===== src/rtl/hold_sweep_pkg.sv =====
// Shared types and default constants for the hold-time sweep sequencer.
package hold_sweep_pkg;

   typedef enum logic [2:0] {
      IDLE,
      SETUP,
      SETTLE,
      LAUNCH,
      WAIT_FIN,
      EVAL,
      DONE
   } sweep_state_t;

   localparam int DEF_DW          = 8;
   localparam int DEF_CODE_MIN    = 0;
   localparam int DEF_CODE_MAX    = 255;
   localparam int DEF_SETTLE_CYC  = 16;
   localparam int DEF_TIMEOUT_CYC = 1024;

   // Shared settle / watchdog counter width
   localparam int CNT_W = 16;

endpackage


===== src/rtl/hold_sweep_ctrl_if.sv =====
// Handshake bundle between the sweep sequencer (master) and the analog bench side (slave).
interface hold_sweep_ctrl_if
   import hold_sweep_pkg::*;
#(
   parameter int DW = DEF_DW
);

   logic          start;
   logic          abort;
   logic          fin_test;
   logic          q_ok;
   logic [DW-1:0] delay_code;
   logic          launch;
   logic          busy;
   logic          done;
   logic [DW-1:0] hold_code;
   logic          no_pass;
   logic          timeout_err;
   logic [DW-1:0] trial_cnt;

   modport master (
      input  start, abort, fin_test, q_ok,
      output delay_code, launch, busy, done, hold_code, no_pass, timeout_err, trial_cnt
   );

   modport slave (
      output start, abort, fin_test, q_ok,
      input  delay_code, launch, busy, done, hold_code, no_pass, timeout_err, trial_cnt
   );

endinterface


===== src/rtl/hold_sweep_sync.sv =====
// Two-flop synchroniser for asynchronous bench flags; resets to 0.
module hold_sweep_sync (
   input  logic clk,
   input  logic rst_n,
   input  logic d,
   output logic q
);

   logic meta;

   always_ff @(posedge clk or negedge rst_n) begin
      if (!rst_n) begin
         meta <= 1'b0;
         q    <= 1'b0;
      end else begin
         meta <= d;
         q    <= meta;
      end
   end

endmodule


===== src/rtl/hold_sweep_ctrl.sv =====
// Binary-search sequencer that finds the smallest passing D-fall delay code.
// Optional watchdog on fin_test is enabled by defining HOLD_SWEEP_TIMEOUT_EN.
module hold_sweep_ctrl
   import hold_sweep_pkg::*;
#(
   parameter int DW          = DEF_DW,
   parameter int CODE_MIN    = DEF_CODE_MIN,
   parameter int CODE_MAX    = DEF_CODE_MAX,
   parameter int SETTLE_CYC  = DEF_SETTLE_CYC,
   parameter int TIMEOUT_CYC = DEF_TIMEOUT_CYC
) (
   input  logic               clk,
   input  logic               rst_n,
   hold_sweep_ctrl_if.master  bus
);

   localparam logic [DW-1:0] LO_INIT   = DW'(CODE_MIN);
   localparam logic [DW-1:0] HI_INIT   = DW'(CODE_MAX);
   localparam int            CNT_LIMIT = (SETTLE_CYC > TIMEOUT_CYC) ? SETTLE_CYC : TIMEOUT_CYC;

   sweep_state_t  state, state_next;
   logic [DW-1:0] lo, hi, code, trial_cnt, hold_code;
   logic [DW-1:0] mid, trial_code, lo_upd, hi_upd;
   logic [DW:0]   mid_sum;
   logic [CNT_W-1:0] cnt;
   logic          first, no_pass, q_lat;
   logic          fin_s, fin_d, fin_rise, q_s;

   hold_sweep_sync u_fin_sync (.clk(clk), .rst_n(rst_n), .d(bus.fin_test), .q(fin_s));
   hold_sweep_sync u_q_sync   (.clk(clk), .rst_n(rst_n), .d(bus.q_ok),     .q(q_s));

   assign fin_rise = fin_s & ~fin_d;

   // The code under evaluation is held in `code`; lo/hi are untouched between SETUP and EVAL.
   assign mid_sum    = {1'b0, lo} + {1'b0, hi};
   assign mid        = mid_sum[DW:1];
   assign trial_code = first ? HI_INIT : mid;
   assign hi_upd     = q_lat ? code : hi;
   assign lo_upd     = q_lat ? lo   : code + 1'b1;

   always_ff @(posedge clk or negedge rst_n) begin
      if (!rst_n) state <= IDLE;
      else        state <= state_next;
   end

   always_comb begin
      state_next = state;
      case (state)
         IDLE:     if (bus.start) state_next = SETUP;
         SETUP:    state_next = SETTLE;
         SETTLE:   if (cnt == CNT_W'(SETTLE_CYC - 1)) state_next = LAUNCH;
         LAUNCH:   state_next = WAIT_FIN;
         WAIT_FIN: begin
            if (fin_rise) state_next = EVAL;
`ifdef HOLD_SWEEP_TIMEOUT_EN
            else if (cnt == CNT_W'(TIMEOUT_CYC - 1)) state_next = DONE;
`endif
         end
         EVAL: begin
            if (first) state_next = (!q_lat || lo == hi) ? DONE : SETUP;
            else       state_next = (lo_upd == hi_upd)   ? DONE : SETUP;
         end
         DONE:     state_next = IDLE;
         default:  state_next = IDLE;
      endcase
      if (bus.abort && state != IDLE) state_next = IDLE;
   end

   // Search datapath; result registers only load on a genuine entry into DONE, so abort leaves them alone.
   always_ff @(posedge clk or negedge rst_n) begin
      if (!rst_n) begin
         lo        <= LO_INIT;
         hi        <= HI_INIT;
         code      <= LO_INIT;
         first     <= 1'b1;
         trial_cnt <= '0;
         hold_code <= '0;
         no_pass   <= 1'b0;
         q_lat     <= 1'b0;
         fin_d     <= 1'b0;
         cnt       <= '0;
      end else begin
         fin_d <= fin_s;
         if (state_next != state)              cnt <= '0;
         else if (cnt != CNT_W'(CNT_LIMIT))    cnt <= cnt + 1'b1;

         case (state)
            IDLE: if (bus.start) begin
               lo        <= LO_INIT;
               hi        <= HI_INIT;
               first     <= 1'b1;
               trial_cnt <= '0;
               no_pass   <= 1'b0;
            end
            SETUP:    code      <= trial_code;
            LAUNCH:   trial_cnt <= trial_cnt + 1'b1;
            WAIT_FIN: if (fin_rise) q_lat <= q_s;
            EVAL: begin
               if (first) begin
                  first <= 1'b0;
               end else begin
                  lo <= lo_upd;
                  hi <= hi_upd;
               end
            end
            default: ;
         endcase

         if (state_next == DONE && state != DONE) begin
            hold_code <= (state == EVAL && !first) ? hi_upd : hi;
            if (state == EVAL && first && !q_lat) no_pass <= 1'b1;
         end
      end
   end

`ifdef HOLD_SWEEP_TIMEOUT_EN
   logic timeout_err;

   always_ff @(posedge clk or negedge rst_n) begin
      if (!rst_n)                                       timeout_err <= 1'b0;
      else if (state == IDLE && bus.start)              timeout_err <= 1'b0;
      else if (state == WAIT_FIN && state_next == DONE) timeout_err <= 1'b1;
   end

   assign bus.timeout_err = timeout_err;
`else
   assign bus.timeout_err = 1'b0;
`endif

   assign bus.delay_code = code;
   assign bus.launch     = (state == LAUNCH);
   assign bus.busy       = (state != IDLE);
   assign bus.done       = (state == DONE);
   assign bus.hold_code  = hold_code;
   assign bus.no_pass    = no_pass;
   assign bus.trial_cnt  = trial_cnt;

endmodule


===== src/flat_wrapper.sv =====
// flat-port wrapper written by rule: the top's interface ports become plain ports
module hold_sweep_ctrl_flat import hold_sweep_pkg::*;
#(
   parameter int DW          = DEF_DW,
   parameter int CODE_MIN    = DEF_CODE_MIN,
   parameter int CODE_MAX    = DEF_CODE_MAX,
   parameter int SETTLE_CYC  = DEF_SETTLE_CYC,
   parameter int TIMEOUT_CYC = DEF_TIMEOUT_CYC
)
  (clk, rst_n, bus_start, bus_abort, bus_fin_test, bus_q_ok, bus_delay_code, bus_launch, bus_busy, bus_done, bus_hold_code, bus_no_pass, bus_timeout_err, bus_trial_cnt);
  hold_sweep_ctrl_if #(.DW(DW)) bus_i ();
  input  logic clk;
  input  logic rst_n;
  input wire logic [$bits(bus_i.start)-1:0] bus_start;
  input wire logic [$bits(bus_i.abort)-1:0] bus_abort;
  input wire logic [$bits(bus_i.fin_test)-1:0] bus_fin_test;
  input wire logic [$bits(bus_i.q_ok)-1:0] bus_q_ok;
  output wire logic [$bits(bus_i.delay_code)-1:0] bus_delay_code;
  output wire logic [$bits(bus_i.launch)-1:0] bus_launch;
  output wire logic [$bits(bus_i.busy)-1:0] bus_busy;
  output wire logic [$bits(bus_i.done)-1:0] bus_done;
  output wire logic [$bits(bus_i.hold_code)-1:0] bus_hold_code;
  output wire logic [$bits(bus_i.no_pass)-1:0] bus_no_pass;
  output wire logic [$bits(bus_i.timeout_err)-1:0] bus_timeout_err;
  output wire logic [$bits(bus_i.trial_cnt)-1:0] bus_trial_cnt;
  assign bus_i.start = bus_start;
  assign bus_i.abort = bus_abort;
  assign bus_i.fin_test = bus_fin_test;
  assign bus_i.q_ok = bus_q_ok;
  assign bus_delay_code = bus_i.delay_code;
  assign bus_launch = bus_i.launch;
  assign bus_busy = bus_i.busy;
  assign bus_done = bus_i.done;
  assign bus_hold_code = bus_i.hold_code;
  assign bus_no_pass = bus_i.no_pass;
  assign bus_timeout_err = bus_i.timeout_err;
  assign bus_trial_cnt = bus_i.trial_cnt;
  hold_sweep_ctrl #(.DW(DW), .CODE_MIN(CODE_MIN), .CODE_MAX(CODE_MAX), .SETTLE_CYC(SETTLE_CYC), .TIMEOUT_CYC(TIMEOUT_CYC)) u_core (.clk(clk), .rst_n(rst_n), .bus(bus_i));
endmodule

===== config.mk =====
export PLATFORM = sky130hd
export DESIGN_NAME = hold_sweep_ctrl_flat
export DESIGN_NICKNAME = d
export VERILOG_FILES = /design/src/rtl/hold_sweep_pkg.sv /design/src/rtl/hold_sweep_ctrl_if.sv /design/src/rtl/hold_sweep_sync.sv /design/src/rtl/hold_sweep_ctrl.sv /design/src/flat_wrapper.sv
export SDC_FILE = /design/constraint.sdc
export NUM_CORES = 1
export LEC_CHECK = 0
export CAP_MARGIN = 5
export CELL_PAD_IN_SITES_DETAIL_PLACEMENT = 1
export CELL_PAD_IN_SITES_GLOBAL_PLACEMENT = 2
export CORE_MARGIN = 10
export CORE_UTILIZATION = 40
export CTS_CLUSTER_DIAMETER = 60
export DETAILED_ROUTE_END_ITERATION = 16
export PLACE_DENSITY_LB_ADDON = 0.08
export SLEW_MARGIN = 20
export SYNTH_ARGS = -nofsm -noshare
export SYNTH_HDL_FRONTEND = slang
export SYNTH_SLANG_ARGS = --single-unit

===== constraint.sdc =====
create_clock -name clk -period 4.42 [get_ports clk]
set_input_delay 0.442 -clock clk [delete_from_list [all_inputs] [get_ports clk]]
set_output_delay 0.442 -clock clk [all_outputs]
set_load 0.03 [all_outputs]

# Word-level counts from Yosys, hierarchy flattened

Cells that the tools add are included.
W data, S select, Z words.

Word-level logic and storage cells: 80
Bits in registers: 67
Input bits: 6
Output and inout port bits: 29

Eq/ne operators: 15
Bitwise logic cells: 2
Muxes and demuxes: 27
$add $sub $neg: 4
Reductions and logical operators: 17

Operator list:

| operator                | count |
|---|---|
| $mux W8                 | 8 |
| $pmux W8 S2             | 3 |
| $mux W16                | 2 |
| $mux W3                 | 7 |
| $pmux W3 S6             | 1 |
| $add A16 B1 Y16 const B | 1 |
| $add A8 B1 Y8 const B   | 2 |
| $eq A16 B4 Y1 const B   | 1 |
| $eq A8 B8 Y1            | 2 |
| $ne A16 B11 Y1 const B  | 1 |
| $eq A3 B3 Y1 const B    | 4 |
| $add A8 B8 Y9           | 1 |
| $eq A3 B2 Y1 const B    | 2 |
| $reduce_and A2 Y1       | 3 |
| $reduce_bool A2 Y1      | 3 |
| $logic_and A1 B1 Y1     | 5 |
| $mux W1                 | 5 |
| $ne A2 B2 Y1 const B    | 2 |
| $eq A3 B1 Y1 const B    | 1 |
| $logic_not A3 Y1        | 1 |
| $ne A3 B3 Y1            | 1 |
| $ne A3 B3 Y1 const B    | 1 |
| $reduce_and A3 Y1       | 1 |
| $reduce_bool A3 Y1      | 1 |
| 5 further kinds         | 6 |

# Depth between registers and ports, before layout

Gate-level depths: netlist (run 1).

Word-level depth: 10
Gate-level depth with buffers: 10
Gate-level depth less buffers: 10

# Cells and area by module

Synthesis (run 1) repeated with hierarchy kept, for this count alone.

Cell total of the unflattened synthesis: 392
Area, all modules: 3,682.3 µm²

By module, submodules not included:

| module          | area each (µm²) | cells an instance | sequential area each (µm²) | times used |
|---|---|---|---|---|
| hold_sweep_ctrl | 3,582.2         | 388               | 1,587.8                    | 1 |
| hold_sweep_sync | 50.0            | 2                 | 50.0                       | 2 |

# Worst setup path before layout (run 1)

No wires, ideal clock.

Path type: register -> register
Start: reg u_core.code[0] (netlist: u_core.bus.delay_code[0])
End: reg u_core.hold_code[0] (netlist: u_core.bus.hold_code[0])
Period minus slack after synthesis: 2,632 ps
Buffers on the path: 1
Data required time: 4,295 ps
Setup time: 125 ps
Slack: 1,788 ps
Cell stages (with the launch flop): 10
Data arrival time: 2,507 ps
Cells stage by stage: dfrtp_1 -> ha_1 -> nand3_2 -> or3_1 -> a31oi_1 -> xor2_1 -> a2111oi_4 -> o21a_1 -> buf_6 -> mux2_4

Longest elaborated chain between the ends: 9
Elaborated cells on any way between the ends: 11
Classes of those cells: 1 x add/sub; 2 x eq/ne; 7 x mux; 1 x reduce/logical

RTL lines:

| what                     | line                   | RTL |
|---|---|---|
| start: declaration       | hold_sweep_ctrl.sv:22  | `logic [DW-1:0] lo, hi, code, trial_cnt, hold_code;` |
| start signal: assignment | hold_sweep_ctrl.sv:95  | `SETUP: code <= trial_code;` |
| $add A8 B1 Y8            | hold_sweep_ctrl.sv:39  | `assign lo_upd = q_lat ? lo : code + 1'b1;` |
| $mux W8                  | hold_sweep_ctrl.sv:39  |  |
| $eq A8 B8 Y1             | hold_sweep_ctrl.sv:61  | `else state_next = (lo_upd == hi_upd) ? DONE : SETUP;` |
| $mux W3                  | hold_sweep_ctrl.sv:61  |  |
| $mux W3                  | hold_sweep_ctrl.sv:60  | `if (first) state_next = (!q_lat \|\| lo == hi) ? DONE : SETUP;` |
| $pmux W3 S6              | hold_sweep_ctrl.sv:48  | `case (state)` |
| $mux W3                  | hold_sweep_ctrl.sv:66  | `if (bus.abort && state != IDLE) state_next = IDLE;` |
| $eq A3 B3 Y1             | hold_sweep_ctrl.sv:109 | `if (state_next == DONE && state != DONE) begin` |
| $logic_and A1 B1 Y1      | hold_sweep_ctrl.sv:109 |  |
| end signal: assignment   | hold_sweep_ctrl.sv:110 | `hold_code <= (state == EVAL && !first) ? hi_upd : hi;` |
| end: declaration         | hold_sweep_ctrl.sv:22  |  |

Parallel ways exist; a longest one is shown, timed or not.
A chain may end at the register's enable or synchronous reset.

# Final worst setup path (run 1)

Start: reg u_core.code[0] (netlist: u_core.bus.delay_code[0])
End: reg u_core.hold_code[3] (netlist: u_core.bus.hold_code[3])

Longest elaborated chain between the ends: 9
Elaborated cells on any way between the ends: 10
Classes of those cells: 1 x add/sub; 2 x eq/ne; 6 x mux; 1 x reduce/logical

RTL lines:

| what                    | line |
|---|---|
| $add A8 B1 Y8           | hold_sweep_ctrl.sv:39 |
| $mux W8                 | hold_sweep_ctrl.sv:39 |
| $eq A8 B8 Y1 (*)        | hold_sweep_ctrl.sv:61 |
| $mux W3 (*)             | hold_sweep_ctrl.sv:61 |
| $mux W3 (*)             | hold_sweep_ctrl.sv:60 |
| $pmux W3 S6 (*)         | hold_sweep_ctrl.sv:48 |
| $mux W3 (*)             | hold_sweep_ctrl.sv:66 |
| $eq A3 B3 Y1 (*)        | hold_sweep_ctrl.sv:109 |
| $logic_and A1 B1 Y1 (*) | hold_sweep_ctrl.sv:109 |

Every way passes the cells marked *; elsewhere a longest branch is shown, timed or not.

==> impl_metrics.json, run 1 <==
{
  "syn_inst": 384,
  "post_drt_wl_per_cell_microns": 18.41,
  "leakage_nw": 1.845,
  "io_pins": 35,
  "synth.net_count": 403,
  "final_hold_viol_count": 0,
  "nets": 428,
  "antenna_cells": 0,
  "grt_usage_pct": 15.41,
  "yosysWarningCount": 0,
  "ctsResizeCount": 0,
  "syn_area_per_cell_sq_um": 9.847,
  "regToRegSetupSlack_ns": 1.49,
  "synth.largest_area_cell": "dfrtp_1",
  "clkLatencyLatePin_ns": 0.35,
  "grt_pass1_wl_microns": 16420,
  "antenna_found_initial": 0,
  "async_flop_share_pct": 100.0,
  "drv_cap": 0,
  "place_ws_ns": 1.497,
  "synth_edf_count": 0,
  "dp_hpwl_microns": 7189,
  "fmax_mhz": 341.7,
  "grt_pass1_vias": 3007,
  "status": "complete, no violations",
  "worstMarginPinSlew_ns": 0.8846,
  "cp.arrival_ns": 3.16,
  "wl_microns": 9999,
  "cp-end-kind": "flop",
  "crit_family": "compound AO/OA/AOI/OAI gates",
  "multi_input_area_sq_mm": 0.001934,
  "reg2reg_to": "u_core.bus.hold_code[3]",
  "path_class": "flop to flop",
  "start_util_pct": 40.92,
  "synth_seq_cells": 67,
  "powerDensity_mw_per_mm2": 460.6,
  "layout_min_cycle_time_ns": 2.927,
  "synth_most_common_cell": "dfrtp_1",
  "die_y_microns": 117.2,
  "irDropWorstVdd_v": 0.0002183,
  "coreArea_sq_mm": 0.009240,
  "crit_path_max_fanout": 9,
  "final_cells": 543,
  "via_per_inst": 5.341,
  "timing.rr.start": "u_core.bus.delay_code[0]",
  "clock_path_buffers": 2,
  "synth_common_cells": "dfrtp_1, nor2_1, nand2_1",
  "clk_pin_slew_ns": 0.07,
  "slowest_stage": "dfrtp_1",
  "synthesis.area_sq_mm": 0.003781,
  "die_x_microns": 117.2,
  "clock-skew-final_ns": 0.008237,
  "gp_congestion": 0.7866,
  "drc": 0,
  "yosys-top-cells-area": "dfrtp_1, dfstp_2, o21ai_0, xnor2_1, xor2_1",
  "fill_cells": 1049,
  "setup_viol": 0,
  "cts_tree": "built",
  "die_area_sq_mm": 0.01374,
  "postCtsHoldBufs": 0,
  "grt_start_max_net_pins": 39,
  "slew_headroom_pct": 41.03,
  "rsz0062_at_grt": "false",
  "rr_worst_depth": 8,
  "placement_rows": 35,
  "min_period_over_period_pct": 66.22,
  "area_delta_synth_final_pct": 15.75,
  "first_iter_violations": 122,
  "cts_setup_buffers": 0,
  "synth_top_area_share_pct": 38.39,
  "fin_hold_ws_ns": 0.2079,
  "synth_cell_type_count": 54,
  "final_layout_size_suffix_gt1_share_pct": 12.32,
  "fin_ws_ns": 1.493,
  "cp_cell_sequence": "ha_1 -> nand3_2 -> or3_1 -> a31oi_1 -> xor2_1 -> a2111oi_4 -> o21a_1 -> mux2_4",
  "port_buffers": 33,
  "ctsRootBufferMaster": "clkbuf_8",
  "crit_buf_inv": 0,
  "drt_pass1_iterations": 4,
  "hp-class": "input pin to asynchronous set/reset pin",
  "ys_seq_area_share_pct": 44.64,
  "antenna_left": 0,
  "fin_setup_tns_ns": 0,
  "final_cell_area_sq_mm": 0.004377,
  "synth-main-ff-cell": "dfrtp_1",
  "slowest_delay_ns": 0.53,
  "cp.required_ns": 4.65,
  "dpl.cell_count": 527,
  "dpl-instance-area_sq_mm": 0.004169,
  "slew_viol_final": 0,
  "cp-start-kind": "flop",
  "vias": 2900,
  "overflow": 0,
  "htreeDepth": 3,
  "regArea_sq_mm": 0.001688,
  "cts.sinks": 67,
  "numCtsBuffers": 9
}
placed cells by master, fill, tap and decap left out, types with 12 or more instances in the layout:
master,instances
a21oi_1,15
clkbuf_8,12
clkdlybuf4s50_1,32
dfrtp_1,58
ha_1,12
inv_1,14
nand2_1,33
nand3_1,12
nor2_1,38
o21ai_0,32
xnor2_1,18
xor2_1,18
worst max path at each step:
| stage | from | endpoint | depth (start not counted) |
|---|---|---|---|
| 2_1_floorplan | u_core.bus.delay_code[0] | u_core.bus.hold_code[0] | 9 |
| 5_1_grt | u_core.bus.delay_code[0] | u_core.bus.hold_code[4] | 8 |
| 4_1_cts | u_core.bus.delay_code[0] | u_core.bus.hold_code[3] | 8 |
| 3_5_place_dp | u_core.bus.delay_code[0] | u_core.bus.hold_code[3] | 8 |
| 6_report | u_core.bus.delay_code[0] | u_core.bus.hold_code[3] | 8 |
| 3_3_place_gp | u_core.bus.delay_code[0] | u_core.bus.hold_code[3] | 8 |
worst reg2reg max path: stages, from the launching register on:
cell	delay [ns]
dfrtp_1	0.53
ha_1	0.30
nand3_2	0.17
or3_1	0.36
a31oi_1	0.21
xor2_1	0.12
a2111oi_4	0.26
o21a_1	0.52
mux2_4	0.35
kinds of logic after synthesis:
kind of cell / share of synthesized area [%]
buf+inv: 4.202
xor+xnor: 8.769
compound gates: 14.00
flops: 44.64
simple gates: 17.67
fa+ha+maj: 4.500
other cells: 0.09918
mux: 6.122
metrics by stage:
stage	power [mW]	util, %
2_1_floorplan	1.248	-
3_3_place_gp	1.475	45.12
3_5_place_dp	1.485	45.12
4_1_cts	2.049	47.37
5_1_grt	2.148	47.37
6_report	2.016	47.37
flip-flops by register name, summed over array words and instances, names as in the netlist, 3 cells and up:
signal	cells
u_core.bus.delay_code	8
u_core.cnt	16
u_core.lo	8
u_core.state	3
u_core.bus.hold_code	8
u_core.hi	8
u_core.bus.trial_cnt	8
routing by layer:
layer  track usage [%]  vias up  wire, microns
li1                  -     1397              -
met1             20.70     1464           5009
met2             23.95       32           4525
met3             4.179        7            383
met4             3.954        0             81
met5                 0        -              0
where the power goes:
part / switching, mW / internal (mW) / leakage, nW
Sequential: 0.117 / 0.689 / 0.847
Clock: 0.243 / 0.307 / 0.107
Combinational: 0.395 / 0.266 / 0.891
area by class of cell:
cell class / instances / area share (%)
Timing Repair Buffer: 34 / 7.604
Inverter: 14 / 1.201
Tap cell: 129 / 3.688
Clock buffer: 14 / 3.945
Clock inverter: 2 / 0.8005
Sequential cell: 67 / 38.56
Multi-Input combinational cell: 283 / 44.20
Note: power is estimated with default switching activity, not from simulation.
==> run 2: changes to the inputs <==
Settings changed: CORE_UTILIZATION 40 to 37.
Clock period 4.42 ns to 2.9 ns, I/O delays scaled along.
==> run 2 against run 1 <==
Against the previous run:
- critical path type unchanged
- largest power group unchanged
- design area rose by 3.6%
- clock power up 74%
- first-iteration DRC count increased by 21%
- register-to-register slack got worse by 1.3 ns
- critical path depth is the same
- total power up 61%
- wire length is 0.38% lower
- utilization decreased by 1.4 points
==> impl_metrics.json, run 2 (synthesis gave the netlist of run 1 again) <==
{
  "status": "complete, no violations",
  "first_iter_violations": 148,
  "ctsRootBufferMaster": "clkbuf_8",
  "slew_viol_final": 0,
  "cp.arrival_ns": 2.92,
  "grt_start_max_net_pins": 39,
  "io_pins": 35,
  "via_per_inst": 5.357,
  "antenna_left": 0,
  "fin_ws_ns": 0.2135,
  "clkLatencyLatePin_ns": 0.35,
  "layout_min_cycle_time_ns": 2.687,
  "antenna_cells": 0,
  "min_to": "u_core.u_q_sync.q",
  "layout_commonest_cell": "dfrtp_1",
  "largest_reg_flops": 16,
  "cts.sinks": 67,
  "timing.rr.start": "u_core.bus.delay_code[2]",
  "cp-start-kind": "flop",
  "final_cell_area_sq_mm": 0.004536,
  "cts_setup_buffers": 0,
  "gp_congestion": 0.7943,
  "grt_pass1_vias": 3218,
  "setup_viol": 0,
  "leakage_nw": 1.931,
  "die_area_sq_mm": 0.01466,
  "post_drt_wl_per_cell_microns": 17.76,
  "coreArea_sq_mm": 0.009864,
  "slew_headroom_pct": 53.34,
  "wl_microns": 9961,
  "final_layout_size_suffix_gt1_share_pct": 15.19,
  "min_period_over_period_pct": 92.64,
  "antenna_found_initial": 0,
  "dp_hpwl_microns": 7436,
  "postCtsHoldBufs": 1,
  "grt_usage_pct": 14.47,
  "rsz0062_at_grt": "false",
  "power.total_mw": 3.243,
  "vias": 3005,
  "overflow": 0,
  "drv_cap": 0,
  "die_x_microns": 121.1,
  "slowest_stage": "dfrtp_1",
  "cp_cell_sequence": "and4_4 -> nand4_2 -> xor2_2 -> xnor2_1 -> a2111oi_4 -> o21a_1 -> buf_4 -> mux2_4",
  "final_core_util_pct": 45.98,
  "fmax_mhz": 372.2,
  "rr_worst_depth": 8,
  "dpl.cell_count": 544,
  "placement_rows": 36,
  "hp-start": "u_core.u_q_sync.meta",
  "cp-end-kind": "flop",
  "port_buffers": 33,
  "drt_pass1_iterations": 4,
  "crit_path_max_fanout": 9,
  "fin_hold_ws_ns": 0.3501,
  "final_hold_viol_count": 0,
  "dpl-instance-area_sq_mm": 0.004284,
  "die_y_microns": 121.1,
  "area_delta_synth_final_pct": 19.95,
  "final_cells": 561,
  "drc": 0,
  "start_util_pct": 38.33,
  "clock_path_buffers": 2,
  "clk_pin_slew_ns": 0.07,
  "regToRegSetupSlack_ns": 0.21,
  "crit_buf_inv": 1,
  "irDropWorstVdd_v": 0.0003426,
  "layout_common_cells": "dfrtp_1, nor2_1, nand2_1",
  "cts_tree": "built",
  "htreeDepth": 3,
  "powerDensity_mw_per_mm2": 715.0,
  "clock-skew-final_ns": 0.005991,
  "hp-class": "flop to flop",
  "slowest_delay_ns": 0.59,
  "nets": 442,
  "numCtsBuffers": 9,
  "fin_setup_tns_ns": 0,
  "worstMarginPinSlew_ns": 0.6998,
  "grt_pass1_wl_microns": 17060,
  "whs_path_depth": 0,
  "crit_family": "compound AO/OA/AOI/OAI gates",
  "reg2reg_to": "u_core.bus.hold_code[5]",
  "place_ws_ns": 0.2363,
  "ctsResizeCount": 0,
  "path_class": "flop to flop",
  "cp.required_ns": 3.13,
  "largest_register": "u_core.cnt"
}
[run 2: changes by cell type in the layout (fill, tap and decap cells not counted)]
cell | previous run | this run
buf_12 | 0 | 1
clkinv_2 | 1 | 2
buf_4 | 1 | 13
bufinv_16 | 1 | 3
clkbuf_1 | 2 | 1
dlygate4sd3_1 | 0 | 1
clkbuf_8 | 12 | 10
[run 2: final cells by class]
type / instances / area [sq um]
clock buffer: 11 / 141.4
clock inverter: 5 / 100.1
fill: 1106 / 5329
inverter: 14 / 52.55
multi-input combinational: 283 / 1934
sequential: 67 / 1688
tap: 133 / 166.4
timing repair buffer: 48 / 452.9
[run 2: worst max path at each step]
stage | startpoint | end | slack (ns) | cells past startpoint
floorplan | u_core.bus.delay_code[0] | u_core.bus.hold_code[0] | 0.27 | 9
global placement | u_core.bus.delay_code[2] | u_core.bus.hold_code[4] | 0.25 | 8
detailed placement | u_core.bus.delay_code[2] | u_core.bus.hold_code[1] | 0.24 | 8
CTS | u_core.bus.delay_code[2] | u_core.bus.hold_code[1] | 0.20 | 8
global route | u_core.bus.delay_code[2] | u_core.bus.hold_code[1] | 0.05 | 8
finish | u_core.bus.delay_code[2] | u_core.bus.hold_code[5] | 0.21 | 8
[run 2: routing by layer]
layer	wire length (microns)	up-vias	track usage [%]	part of all wire [%]
met5	0	-	0	0
met4	144	0	5.581	1.4
met3	441	11	3.118	4.4
met2	4839	41	23.61	49
met1	4536	1533	18.27	46
li1	-	1420	-	-
[run 2: power breakdown]
| group | total, mW | internal (mW) | switching [mW] |
|---|---|---|---|
| clock | 0.956 | 0.592 | 0.363 |
| sequential | 1.18 | 1.05 | 0.130 |
| combinational | 1.11 | 0.458 | 0.649 |
| total | 3.24 | 2.10 | 1.14 |
